--- config.mk ---
export PLATFORM = sky130hd
export DESIGN_NAME = hc595_rx_monitor
export DESIGN_NICKNAME = d
export VERILOG_FILES = /design/src/rtl/snake_pkg.sv /design/src/rtl/hc595_rx_monitor_sync_edge.sv /design/src/rtl/hc595_rx_monitor.sv
export SDC_FILE = /design/constraint.sdc
export NUM_CORES = 1
export LEC_CHECK = 0
export ABC_AREA = 0
export BUFFER_PORTS_ARGS = -buffer_cell sky130_fd_sc_hd__buf_4
export CORE_ASPECT_RATIO = 2
export CORE_MARGIN = 3
export CORE_UTILIZATION = 45
export DETAILED_ROUTE_END_ITERATION = 8
export PLACE_DENSITY = 0.66
export REMOVE_ABC_BUFFERS = 1
export SLEW_MARGIN = 5
export SYNTH_ARGS = -nofsm -noshare
export SYNTH_HDL_FRONTEND = slang
export SYNTH_HIERARCHICAL = 1
export SYNTH_SLANG_ARGS = --single-unit
--- constraint.sdc ---
create_clock -name clk -period 1.6 [get_ports clk]
set_clock_uncertainty 0.1 [all_clocks]
set_input_delay 0.08 -clock clk [delete_from_list [all_inputs] [get_ports clk]]
set_output_delay 0.08 -clock clk [all_outputs]
set_load 0.005 [all_outputs]
--- src/rtl/snake_pkg.sv ---
// Shared constants and types for the snake 7-seg link: 74HC595 frame layout
// and the receive-side FSM state type.
package snake_pkg;

    localparam int unsigned HC595_W = 14;
    localparam int unsigned SEG_MSB = 13;
    localparam int unsigned SEG_LSB = 6;
    localparam int unsigned SEL_MSB = 5;
    localparam int unsigned SEL_LSB = 0;

    typedef enum logic [1:0] {
        IDLE,
        SHIFT,
        LATCH
    } hc595_state_t;

endpackage

--- src/rtl/hc595_rx_monitor_sync_edge.sv ---
// Multi-flop input synchronizer with rising-edge detect, used for each
// asynchronous 74HC595 link pin.
module sync_edge #(
    parameter int unsigned STAGES = 2
) (
    input  logic clk,
    input  logic rst,
    input  logic d,
    output logic q,
    output logic rise
);

    logic [STAGES-1:0] sync_q, sync_d;
    logic              prev_q, prev_d;
    logic [STAGES:0]   arm_q, arm_d;

    always_comb begin
        sync_d = {sync_q[STAGES-2:0], d};
        prev_d = sync_q[STAGES-1];
        arm_d  = {arm_q[STAGES-1:0], 1'b1};
    end

    always_ff @(posedge clk or posedge rst) begin
        if (rst) begin
            sync_q <= '0;
            prev_q <= 1'b0;
            arm_q  <= '0;
        end else begin
            sync_q <= sync_d;
            prev_q <= prev_d;
            arm_q  <= arm_d;
        end
    end

    // Edges are masked until the pipeline and history hold post-reset samples,
    // so a pin already high at reset release never reads as a rising edge.
    always_comb begin
        q    = sync_q[STAGES-1];
        rise = arm_q[STAGES] & sync_q[STAGES-1] & ~prev_q;
    end

endmodule

--- src/rtl/hc595_rx_monitor.sv ---
// Receive-side monitor for the 74HC595 serial link: rebuilds shifted words,
// reports them on each storage-latch edge and flags wrong bit counts.
module hc595_rx_monitor
    import snake_pkg::*;
#(
    parameter int unsigned SHIFT_W     = HC595_W,
    parameter int unsigned SYNC_STAGES = 2
) (
    input  logic               clk,
    input  logic               rst,
    input  logic               shcp,
    input  logic               stcp,
    input  logic               ds,
    input  logic               oe,
    output logic [SHIFT_W-1:0] frame_data,
    output logic [SHIFT_W-1:0] q_out,
    output logic               frame_valid,
    output logic               frame_err,
    output logic [4:0]         bit_cnt
);

    logic shcp_rise, stcp_rise, ds_s, oe_s;
    logic shcp_s_unused, stcp_s_unused, ds_rise_unused, oe_rise_unused;

    sync_edge #(.STAGES(SYNC_STAGES)) u_sync_shcp (
        .clk(clk), .rst(rst), .d(shcp), .q(shcp_s_unused), .rise(shcp_rise)
    );
    sync_edge #(.STAGES(SYNC_STAGES)) u_sync_stcp (
        .clk(clk), .rst(rst), .d(stcp), .q(stcp_s_unused), .rise(stcp_rise)
    );
    sync_edge #(.STAGES(SYNC_STAGES)) u_sync_ds (
        .clk(clk), .rst(rst), .d(ds), .q(ds_s), .rise(ds_rise_unused)
    );
    sync_edge #(.STAGES(SYNC_STAGES)) u_sync_oe (
        .clk(clk), .rst(rst), .d(oe), .q(oe_s), .rise(oe_rise_unused)
    );

    hc595_state_t       state_q, state_d;
    logic [SHIFT_W-1:0] shift_q, shift_d;
    logic [4:0]         cnt_q, cnt_d, cnt_inc;
    logic [SHIFT_W-1:0] snap_data_q, snap_data_d;
    logic               snap_err_q, snap_err_d;
    logic [4:0]         snap_cnt_q, snap_cnt_d;
    logic [SHIFT_W-1:0] frame_data_q, frame_data_d;
    logic               frame_valid_q, frame_valid_d;
    logic               frame_err_q, frame_err_d;
    logic [4:0]         bit_cnt_q, bit_cnt_d;

    always_comb begin
        state_d       = state_q;
        shift_d       = shift_q;
        cnt_d         = cnt_q;
        snap_data_d   = snap_data_q;
        snap_err_d    = snap_err_q;
        snap_cnt_d    = snap_cnt_q;
        frame_data_d  = frame_data_q;
        frame_valid_d = 1'b0;
        frame_err_d   = 1'b0;
        bit_cnt_d     = cnt_q;
        cnt_inc       = (cnt_q == 5'd31) ? 5'd31 : cnt_q + 5'd1;

        if (shcp_rise) begin
            shift_d = {shift_q[SHIFT_W-2:0], ds_s};
        end

        // The word is snapshotted on the stcp edge itself so a bit shifted in
        // the same cycle (tied clocks) belongs to the next frame; a stray
        // latch from IDLE takes the same path and reports count 0.
        unique case (state_q)
            IDLE, SHIFT: begin
                if (stcp_rise) begin
                    snap_data_d = shift_q;
                    snap_err_d  = (cnt_q != 5'(SHIFT_W));
                    snap_cnt_d  = cnt_q;
                    cnt_d       = shcp_rise ? 5'd1 : 5'd0;
                    state_d     = LATCH;
                end else if (shcp_rise) begin
                    cnt_d   = cnt_inc;
                    state_d = SHIFT;
                end
            end
            LATCH: begin
                frame_valid_d = 1'b1;
                frame_data_d  = snap_data_q;
                frame_err_d   = snap_err_q;
                bit_cnt_d     = snap_cnt_q;
                if (shcp_rise) begin
                    cnt_d = cnt_inc;
                end
                state_d = (shcp_rise || cnt_q != 5'd0) ? SHIFT : IDLE;
            end
            default: state_d = IDLE;
        endcase
    end

    always_ff @(posedge clk or posedge rst) begin
        if (rst) begin
            state_q       <= IDLE;
            shift_q       <= '0;
            cnt_q         <= '0;
            snap_data_q   <= '0;
            snap_err_q    <= 1'b0;
            snap_cnt_q    <= '0;
            frame_data_q  <= '0;
            frame_valid_q <= 1'b0;
            frame_err_q   <= 1'b0;
            bit_cnt_q     <= '0;
        end else begin
            state_q       <= state_d;
            shift_q       <= shift_d;
            cnt_q         <= cnt_d;
            snap_data_q   <= snap_data_d;
            snap_err_q    <= snap_err_d;
            snap_cnt_q    <= snap_cnt_d;
            frame_data_q  <= frame_data_d;
            frame_valid_q <= frame_valid_d;
            frame_err_q   <= frame_err_d;
            bit_cnt_q     <= bit_cnt_d;
        end
    end

    always_comb begin
        frame_data  = frame_data_q;
        frame_valid = frame_valid_q;
        frame_err   = frame_err_q;
        bit_cnt     = bit_cnt_q;
        q_out       = oe_s ? '0 : frame_data_q;
    end

endmodule

## After elaboration in Yosys (flattened, before gate mapping)

Index checks and enable logic that the tools add are counted.

- Logic and storage cells: 49
- RAM bits: 0
- Bits in latches: 0
- Bits in read-only memories: 0
- Register bits after elaboration: 78
- Bits of input ports: 6
- Output and inout port bits: 35
- Memories: 0

- Shift operators: 0
- Eq/ne operators: 5
- Mux-type cells: 13
- $add $sub $neg: 1
- Divide/modulo/power cells: 0
- Bitwise gates (word level): 6
- Magnitude comparators: 0
- Multiply operators: 0
- Reductions and logical operators: 6

Operator list:

| kind | number |
|---|---|
| $mux 5 | 4 |
| $mux 14 | 1 |
| $pmux 5 s2 | 1 |
| $add 5x1->5 const B | 1 |
| $eq 5x5->1 const B | 1 |
| $ne 5x4->1 const B | 1 |
| $reduce_bool 5->1 | 1 |
| $and 1x1->1 | 4 |
| $mux 1 | 4 |
| $mux 2 | 2 |
| $pmux 2 s2 | 1 |
| $ne 3x3->1 const B | 1 |
| $eq 2x1->1 const B | 1 |
| $eq 2x2->1 const B | 1 |
| $logic_not 2->1 | 1 |
| $not 1->1 | 2 |
| $reduce_and 2->1 | 1 |
| $reduce_bool 2->1 | 1 |
| $reduce_or 2->1 | 1 |
| $logic_or 1x1->1 | 1 |

## Logic depth before layout (Yosys ltp)

Gate-level depths: netlist (run 1).

- Depth after elaboration: 5
- Gate-level depth with buffers: 6
- Mapped depth without buffers: 5

## Hierarchy

Netlist (run 1), hierarchy kept.

Modules (own cells, without submodules):

| module | instances | area each (sq um) | cells each | sequential area each (sq um) |
|---|---|---|---|---|
| hc595_rx_monitor | 1 | 2,548.7 | 249 | 1,551.5 |
| sync_edge | 4 | 166.4 | 9 | 150.1 |

## Worst setup path after synthesis (run 1)

No wires, ideal clock.

- Path kind: register to register
- From: register u_sync_shcp.prev_q
- To: register shift_q[0]
- Period minus slack after synthesis: 1.425 ns
- Buffers on the path: 2
- Required time: 1.375 ns
- Cell stages (with the launch flop): 5
- Data arrival time: 1.200 ns
- Setup time: 0.125 ns
- Setup slack: 0.175 ns
- Cell sequence: dfrtp_1 -> and3b_1 -> buf_6 -> buf_2 -> mux2_2

- Cells in the longest elaborated chain, start to end: 2

RTL lines:

| what | RTL line | text |
|---|---|---|
| from (decl) | hc595_rx_monitor_sync_edge.sv:14 | `logic prev_q, prev_d;` |
| from (signal assigned) | hc595_rx_monitor_sync_edge.sv:30 | `prev_q <= prev_d;` |
| $not 1->1 | hc595_rx_monitor_sync_edge.sv:39 | `rise = arm_q[STAGES] & sync_q[STAGES-1] & ~prev_q;` |
| $and 1x1->1 | hc595_rx_monitor_sync_edge.sv:39 |  |
| net shcp_rise | hc595_rx_monitor.sv:22 | `logic shcp_rise, stcp_rise, ds_s, oe_s;` |
| to (signal assigned) | hc595_rx_monitor.sv:110 | `shift_q <= shift_d;` |
| to (decl) | hc595_rx_monitor.sv:39 | `logic [SHIFT_W-1:0] shift_q, shift_d;` |

The timed path passes the listed nets, and every way through them passes these cells.
A chain may end at the register's enable or synchronous reset.

## Final worst setup path (run 1)

- From: register cnt_q[0]
- To: register cnt_q[0]

- Cells in the longest elaborated chain, start to end: 5
- Elaborated cells between the ends (all ways): 6
- Those cells by class: add/sub (1); eq/ne (1); mux (4)

RTL lines:

| what | RTL line | text |
|---|---|---|
| from (decl) | hc595_rx_monitor.sv:40 | `logic [4:0] cnt_q, cnt_d, cnt_inc;` |
| from (signal assigned) | hc595_rx_monitor.sv:111 | `cnt_q <= cnt_d;` |
| $add 5x1->5 / $eq 5x5->1 (equally long branches) | hc595_rx_monitor.sv:60 | `cnt_inc = (cnt_q == 5'd31) ? 5'd31 : cnt_q + 5'd1;` |
| $mux 5 | hc595_rx_monitor.sv:60 |  |
| $mux 5 * | hc595_rx_monitor.sv:77, hc595_rx_monitor.sv:87 |  |
| $mux 5 | hc595_rx_monitor.sv:71 | `if (stcp_rise) begin` |
| $pmux 5 s2 * | hc595_rx_monitor.sv:69 | `unique case (state_q)` |

Every way passes the cells marked *; elsewhere a longest branch is shown, timed or not.

==> results_dict.tcl, run 1 <==
set metrics [dict create \
    post_cts_buffers 0 \
    timing.fmax_ghz 0.686 \
    core_sq_um 6360 \
    place.gp.congestion 0.781 \
    die_h_um 121 \
    layout_commonest_cell "nand2_1" \
    drive_gt1_frac 0.242 \
    clock-sinks 78 \
    cts_tree "done" \
    grt_usage 0.161 \
    multi_input_area_sq_um 911 \
    rsz0062_at_grt "false" \
    num_io_pins 41 \
    postPlaceCellArea_sq_um 3380 \
    sw_frac_of_total 0.242 \
    maxCapViolCount 0 \
    arrival_ns 1.55 \
    drtPass1Iterations 4 \
    via_count 1935 \
    worstMarginPinSlew_ns 0.522 \
    dp_hpwl_um 3600 \
    hold_violations 0 \
    portBuffers 40 \
    tns_ns 0 \
    syn2layout_area_growth_pct 24.3 \
    insertion_delay_ns 0.32 \
    power.internal_uw 3870 \
    synth.avg_cell_area_sq_um 10.9 \
    initial_utilization 0.470 \
    status "completed" \
    drcViolationCount 0 \
    first_global_vias 1969 \
    cts_root_buf "clkbuf_16" \
    period_needed_ns 1.46 \
    finalInstanceArea_sq_um 3710 \
    grt_overflow 0 \
    totalWireLength_um 5360 \
    hp-class "primary input to async pin" \
    antenna_found_initial 0 \
    switchingPower_uw 1230 \
    critPathRequiredTime_ns 1.69 \
    syn-cell-area_sq_um 2990 \
    path_class "register to register" \
    comb_power_share 0.130 \
    critPathCaptureType "register" \
    fin_crit_sh 0.911 \
    power.density_nw_per_um2 1370 \
    antennaDiodeCount 0 \
    regArea_sq_um 1950 \
    clockPowerShare 0.375 \
    p_leak_uw 0.00196 \
    drt-initial-drc-count 75 \
    die_x_um 63.6 \
    rrSetupSlack_ns 0.14 \
    cts_buffer_depth 2 \
    die_area_sq_um 7720 \
    final_max_slew_viol_count 0 \
    layout_common_cells "107 x nand2_1, 78 x dfrtp_1, 46 x buf_4, 14 x nor2b_1, 14 x mux2_2" \
    rows 41 \
    grt_first_pass_wirelength_um 9350 \
    numCtsBuffers 9 \
    crit_fanout 6 \
    htree_levels 3 \
    start_kind "register" \
    relSlewSlack 0.652 \
    seq_power_share 0.495 \
    wire_per_inst_um 13.0 \
    vdd_ir_drop_max_mv 0.795 \
    n_fill_cell 573 \
    drtAntennaViolNets 0 \
    synth_cells 273 \
    clk_pin_slew_ns 0.05 \
    grt_max_degree 27 \
    drt-vias-per-instance 4.69 \
    yosys_warnings 6 \
    layout.nets 332 \
    setup_viol 0 \
]
## worst max-delay path, stage by stage (launching register included)
cell and delay, ns:
dfrtp_1 0.44, ha_1 0.27, and4_1 0.25, a211oi_1 0.17
a31oi_1 0.11
## power groups by stage
stage          combinational (uW)  clock, uW  sequential, uW
2_1_floorplan                 380          0            2500
3_3_place_gp                  640          0            2540
3_5_place_dp                  663          0            2560
4_1_cts                       677       1960            2530
5_1_grt                       755       2040            2580
6_report                      661       1920            2530
## layer usage
layer,wire (um),part of all wire,GRT usage
met5,0,0,0
met4,138,0.026,0.100
met3,160,0.030,0.0334
met2,2770,0.52,0.261
met1,2290,0.43,0.195
## repair_timing
action                    4_1_cts  5_1_grt
hold endpoints to repair       36        0
hold buffers                    5        0
gates resized for setup         0        0
## path summary, 6_finish.rpt
check	startpoint	end	depth (start not counted)
worst min register to register	u_sync_stcp/arm_q[0]	u_sync_stcp/arm_q[1]	0
worst max-delay path	cnt_q[0]	cnt_q[0]	4
worst min-delay path	rst	u_sync_oe/sync_q[0]	3
min in group clk	u_sync_stcp/arm_q[0]	u_sync_stcp/arm_q[1]	0
worst max register to register	cnt_q[0]	cnt_q[0]	4
max in group asynchronous	rst	snap_data_q[5]	4
## stage by stage
stage | total power [uW] | cells | hold WS [ns] | utilization | setup WS (ns)
6_report | 5110 | 413 | 0.109 | 0.584 | 0.142
4_1_cts | 5170 | 413 | 0.0814 | 0.584 | 0.114
2_1_floorplan | 2880 | 260 | -0.279 | - | -0.121
3_5_place_dp | 3220 | 393 | -0.122 | 0.531 | 0.149
5_1_grt | 5370 | 413 | 0.124 | 0.584 | 0.0488
3_3_place_gp | 3180 | 393 | -0.125 | 0.531 | 0.197
## sequential cells by signal, indices dropped and copies added, names as in the netlist, 2 cells and up
| signal | count |
|---|---|
| frame_data | 14 |
| shift_q | 14 |
| snap_data_q | 14 |
| bit_cnt | 5 |
| cnt_q | 5 |
| snap_cnt_q | 5 |
| u_sync_shcp/arm_q | 3 |
| u_sync_stcp/arm_q | 3 |
| state_q | 2 |
| u_sync_ds/sync_q | 2 |
| u_sync_oe/sync_q | 2 |
| u_sync_shcp/sync_q | 2 |
| u_sync_stcp/sync_q | 2 |
## cell type report
| type | count | area share |
|---|---|---|
| clock buffer | 15 | 0.0775 |
| inverter | 11 | 0.0111 |
| multi-input combinational | 171 | 0.245 |
| sequential | 78 | 0.525 |
| tap | 86 | 0.0290 |
| timing repair buffer | 52 | 0.112 |
Note: power is estimated with default switching activity, not from simulation.
==> run 2, diff against run 1 <==
--- a/config.mk
+++ b/config.mk
@@ -11,6 +11,7 @@
 export CORE_MARGIN = 3
 export CORE_UTILIZATION = 45
 export DETAILED_ROUTE_END_ITERATION = 8
+export GPL_TIMING_DRIVEN = 0
 export PLACE_DENSITY = 0.66
 export REMOVE_ABC_BUFFERS = 1
 export SLEW_MARGIN = 5
==> run 2 against run 1 <==
  * Fmax decreased by 4.1%
  * Largest cell class unchanged
  * Cell area increased by 1.6%
  * Power increased by 5.6%
  * Global-route usage decreased by 0.66 points
  * Clock power increased by 15%
  * Clock-buffer cell count decreased by 2
  * Non-clock buffer count decreased by 2
  * Setup slack got worse by 0.062 ns
  * Die area unchanged
  * Sequential share of layout area decreased by 0.79 points
  * Utilization increased by 0.92 points
==> results_dict.tcl, run 2 (synthesis gave the netlist of run 1 again) <==
set metrics [dict create \
    preCtsSetupSlack_ns -0.442 \
    portBuffers 40 \
    clock-sinks 78 \
    final_max_slew_viol_count 0 \
    core_sq_um 6360 \
    antenna_found_initial 0 \
    crit_fanout 25 \
    path_class "register to register" \
    start_kind "register" \
    critPathCaptureType "register" \
    die_h_um 121 \
    seq_power_share 0.467 \
    via_count 1966 \
    power.internal_uw 4150 \
    rrSetupSlack_ns 0.08 \
    setup_ws_ns 0.0802 \
    clk_pin_slew_ns 0.06 \
    arrival_ns 1.67 \
    critPathSlowestCell "dfrtp_1" \
    total_power_uw 5390 \
    layout_commonest_cell "nand2_1" \
    layout_common_cells "107 x nand2_1, 77 x dfrtp_1, 44 x buf_4, 14 x nor2b_1, 14 x mux2_2" \
    r2r_start "u_sync_stcp/prev_q" \
    syn2layout_area_growth_pct 26.2 \
    grt_use_met3 0.0500 \
    relSlewSlack 0.643 \
    fin_crit_sh 0.950 \
    wire_per_inst_um 12.9 \
    maxCapViolCount 0 \
    status "completed" \
    num_io_pins 41 \
    power.density_nw_per_um2 1430 \
    rows 41 \
    setup_viol 0 \
    critPathRequiredTime_ns 1.75 \
    grt_max_degree 40 \
    drt-vias-per-instance 4.76 \
    worstMarginPinSlew_ns 0.535 \
    crit_chain "and3b_1 -> nand2b_4 -> inv_4 -> a211oi_1 -> a31oi_1" \
    grt_usage 0.155 \
    dp_hpwl_um 3250 \
    dp.cells 387 \
    sw_frac_of_total 0.230 \
    die_x_um 63.6 \
    top_usage_layer "met2" \
    period_needed_ns 1.52 \
    hold_violations 0 \
    use_met2 0.259 \
    rr_worst_depth 5 \
    rr_endpoint "cnt_q[0]" \
    grt_first_pass_wirelength_um 8890 \
    p_leak_uw 0.00198 \
    numCtsBuffers 9 \
    final_cell_count_no_fill 413 \
    cts_buffer_depth 2 \
    drtAntennaViolNets 0 \
    hp-class "primary input to async pin" \
    finalInstanceArea_sq_um 3770 \
    layout.nets 331 \
    initial_utilization 0.470 \
    vdd_ir_drop_max_mv 1.06 \
    first_global_vias 1924 \
    place.gp.congestion 0.733 \
    rsz0062_at_grt "false" \
    drt-initial-drc-count 66 \
    max_stage_delay_ns 0.35 \
    cts_root_buf "clkbuf_16" \
    postPlaceCellArea_sq_um 3330 \
    drcViolationCount 0 \
    antennaDiodeCount 0 \
    comb_power_share 0.122 \
    holdWs_ns 0.0841 \
    drive_gt1_frac 0.254 \
    clockPowerShare 0.411 \
    totalWireLength_um 5330 \
    switchingPower_uw 1240 \
    insertion_delay_ns 0.33 \
    timing.fmax_ghz 0.658 \
    drtPass1Iterations 4 \
    cts_tree "done" \
    htree_levels 3 \
    grtUsageMet1 0.171 \
    die_area_sq_um 7720 \
    grt_overflow 0 \
]
-- run 2: power groups by stage --
stage	logic, uW	registers [uW]	clock network [uW]
floorplan	380	2500	0
global placement	621	2530	0
detailed placement	648	2550	0
CTS	670	2520	2270
global route	758	2570	2320
finish	660	2520	2210
-- run 2: critical path, delay by kind of cell (launching register included) --
family          cells  cell delay (ns)
buf+inv             1             0.25
compound gates      2             0.26
simple gates        2             0.47
flops               1             0.35
-- run 2: repair_timing --
item	CTS	global route
resized for setup	5	2
endpoints found under the setup margin	41	20
hold buffers	5	0
hold endpoints to repair	43	0
buffers inserted	1	3
cloned	1	0
-- run 2: layout make-up --
class | instances | area (sq um)
clock buffer | 13 | 270
clock inverter | 3 | 65.1
fill | 582 | 2590
inverter | 11 | 46.3
multi-input combinational | 172 | 931
sequential | 78 | 1950
tap | 86 | 108
timing repair buffer | 50 | 400
-- run 2: how the worst max path moves through the flow --
stage	startpoint	endpoint	slack, ns
6_report	u_sync_stcp/prev_q	cnt_q[0]	0.08
5_1_grt	u_sync_stcp/prev_q	cnt_q[0]	0.006
4_1_cts	u_sync_stcp/prev_q	cnt_q[0]	0.03
3_5_place_dp	state_q[0]	bit_cnt[0]	-0.44
3_3_place_gp	rst	frame_data[8]	-0.92
2_1_floorplan	rst	bit_cnt[0]	-0.12
-- run 2: routing by layer --
layer | share of wire | vias up
met5 | 0 | -
met3 | 0.035 | 7
li1 | - | 963
met2 | 0.52 | 39
met4 | 0.022 | 0
met1 | 0.43 | 957
-- run 2: through the flow --
step / utilization / TNS [ns]
2_1_floorplan: - / -7.79
3_5_place_dp: 0.524 / -10.86
6_report: 0.593 / 0
3_3_place_gp: 0.521 / -66.08
5_1_grt: 0.593 / 0
4_1_cts: 0.589 / 0
==> run 3, diff against run 2 <==
--- a/config.mk
+++ b/config.mk
@@ -6,13 +6,16 @@
 export NUM_CORES = 1
 export LEC_CHECK = 0
 export ABC_AREA = 0
+export ABC_CLOCK_PERIOD_IN_PS = 1600
 export BUFFER_PORTS_ARGS = -buffer_cell sky130_fd_sc_hd__buf_4
 export CORE_ASPECT_RATIO = 2
 export CORE_MARGIN = 3
 export CORE_UTILIZATION = 45
+export CTS_BUF_LIST = sky130_fd_sc_hd__clkbuf_8
 export DETAILED_ROUTE_END_ITERATION = 8
 export GPL_TIMING_DRIVEN = 0
 export PLACE_DENSITY = 0.66
+export RECOVER_POWER = 100
 export REMOVE_ABC_BUFFERS = 1
 export SLEW_MARGIN = 5
 export SYNTH_ARGS = -nofsm -noshare
==> run 3 against run 2 <==
  * Via count down 1.0%
  * Sequential share of layout area up 1.9 points
  * Critical path depth unchanged
  * Setup slack worse by 0.0087 ns
  * Cell area down 3.5%
  * Clock power down 24%
  * Non-clock buffer count down 3
  * Global-route usage down 0.053 points
  * Combinational power down 3.2%
  * Largest power group unchanged
==> results_dict.tcl, run 3 (synthesis gave the netlist of run 1 again) <==
set metrics [dict create \
    p_leak_uw 0.00189 \
    max_stage_delay_ns 0.37 \
    period_needed_ns 1.53 \
    numCtsBuffers 9 \
    syn2layout_area_growth_pct 21.9 \
    cts_tree "done" \
    grt_overflow 0 \
    insertion_delay_ns 0.35 \
    rsz0062_at_grt "false" \
    first_global_vias 1906 \
    fin_crit_sh 0.955 \
    crit_fanout 25 \
    cts_buffer_depth 2 \
    via_count 1946 \
    grt_first_pass_wirelength_um 8910 \
    dp_hpwl_um 3250 \
    drtPass1Iterations 4 \
    start_kind "register" \
    portBuffers 40 \
    die_area_sq_um 7720 \
    initial_utilization 0.470 \
    multi_input_area_sq_um 931 \
    layout_commonest_cell "nand2_1" \
    tns_ns 0 \
    clock-sinks 78 \
    totalWireLength_um 5290 \
    htree_levels 3 \
    drive_gt1_frac 0.238 \
    critPathCaptureType "register" \
    setup_viol 0 \
    critPathSlowestCell "dfrtp_1" \
    path_delay_family "simple AND/OR/NAND/NOR gates" \
    status "completed" \
    antenna_found_initial 0 \
    die_h_um 121 \
    timing.fmax_ghz 0.654 \
    worstMarginPinSlew_ns 0.922 \
    grt_max_degree 40 \
    arrival_ns 1.66 \
    rrSetupSlack_ns 0.07 \
    critPathRequiredTime_ns 1.73 \
    die_x_um 63.6 \
    path_class "register to register" \
    final_max_slew_viol_count 0 \
    drtAntennaViolNets 0 \
    rows 41 \
    drt-initial-drc-count 65 \
    hold_violations 0 \
    n_fill_cell 598 \
    crit_chain "and3b_1 -> nand2b_4 -> inv_6 -> a211oi_1 -> a31oi_1" \
    vdd_ir_drop_max_mv 0.850 \
    place.gp.congestion 0.733 \
    layout.nets 328 \
    drt-vias-per-instance 4.75 \
    power.density_nw_per_um2 1320 \
    drcViolationCount 0 \
    antennaDiodeCount 0 \
    grt_usage 0.154 \
    layout_common_cells "107 x nand2_1, 77 x dfrtp_1, 38 x clkbuf_4, 14 x nor2b_1, 14 x mux2_2" \
    regArea_sq_um 1950 \
    total_power_uw 4820 \
    cts_root_buf "clkbuf_8" \
    hp-class "primary input to async pin" \
    relSlewSlack 0.385 \
    clk_pin_slew_ns 0.07 \
    cp.buffers_inverters 1 \
    wire_per_inst_um 12.9 \
    core_sq_um 6360 \
    num_io_pins 41 \
    maxCapViolCount 0 \
]
[run 3: timing repair]
| action | CTS | global route |
|---|---|---|
| setup buffers | 1 | 0 |
| hold buffers | 5 | 0 |
| hold endpoints to repair | 43 | 0 |
| cloned | 1 | 0 |
| endpoints found under the setup margin | 40 | 20 |
| gates resized for setup | 5 | 3 |
[run 3: worst paths after layout]
check / startpoint / to / cells after the start
min in group clk: u_sync_ds/sync_q[0] / u_sync_ds/sync_q[1] / 0
max reg2reg: u_sync_stcp/sync_q[1] / cnt_q[0] / 5
max: u_sync_stcp/sync_q[1] / cnt_q[0] / 5
max in group asynchronous: rst / frame_data[9] / 4
min: rst / u_sync_ds/sync_q[1] / 3
min reg2reg: u_sync_ds/sync_q[0] / u_sync_ds/sync_q[1] / 0
[run 3: metrics by stage]
stage               setup slack (ns)  std cells  area [sq um]  hold slack, ns  utilization
floorplan                     -0.121        260          2900          -0.279            -
global placement              -0.918        386          3310          -0.128        0.521
detailed placement            -0.442        387          3330          -0.123        0.524
CTS                           0.0182        410          3640          0.0357        0.573
global route                 0.00282        410          3640           0.108        0.573
finish                        0.0715        410          3640          0.0719        0.573
[run 3: worst reg2reg max path, cell delays in order, from the launching register on]
cell and delay (ns):
dfrtp_1 0.37, and3b_1 0.25, nand2b_4 0.20, inv_6 0.13, a211oi_1 0.24, a31oi_1 0.11
[run 3: cell type report]
type                       count  share of cell area
inverter                      11              0.0127
tap                           86              0.0295
sequential                    78               0.536
timing repair buffer          47               0.102
multi-input combinational    172               0.256
clock buffer                  12              0.0453
clock inverter                 4              0.0189
[run 3: layer usage]
| metal | global-route usage | share of wire | vias to the layer above | wire, um |
|---|---|---|---|---|
| li1 | - | - | 952 | - |
| met1 | 0.174 | 0.43 | 938 | 2270 |
| met2 | 0.257 | 0.51 | 43 | 2670 |
| met3 | 0.0500 | 0.041 | 13 | 217 |
| met4 | 0.0812 | 0.024 | 0 | 127 |
| met5 | 0 | 0 | - | 0 |
[run 3: power by group]
| group | internal, uW | switching [uW] | leakage (uW) |
|---|---|---|---|
| Clock | 998 | 673 | 0.000124 |
| Combinational | 353 | 287 | 0.000760 |
| Sequential | 2290 | 223 | 0.00101 |
| Total | 3640 | 1180 | 0.00189 |
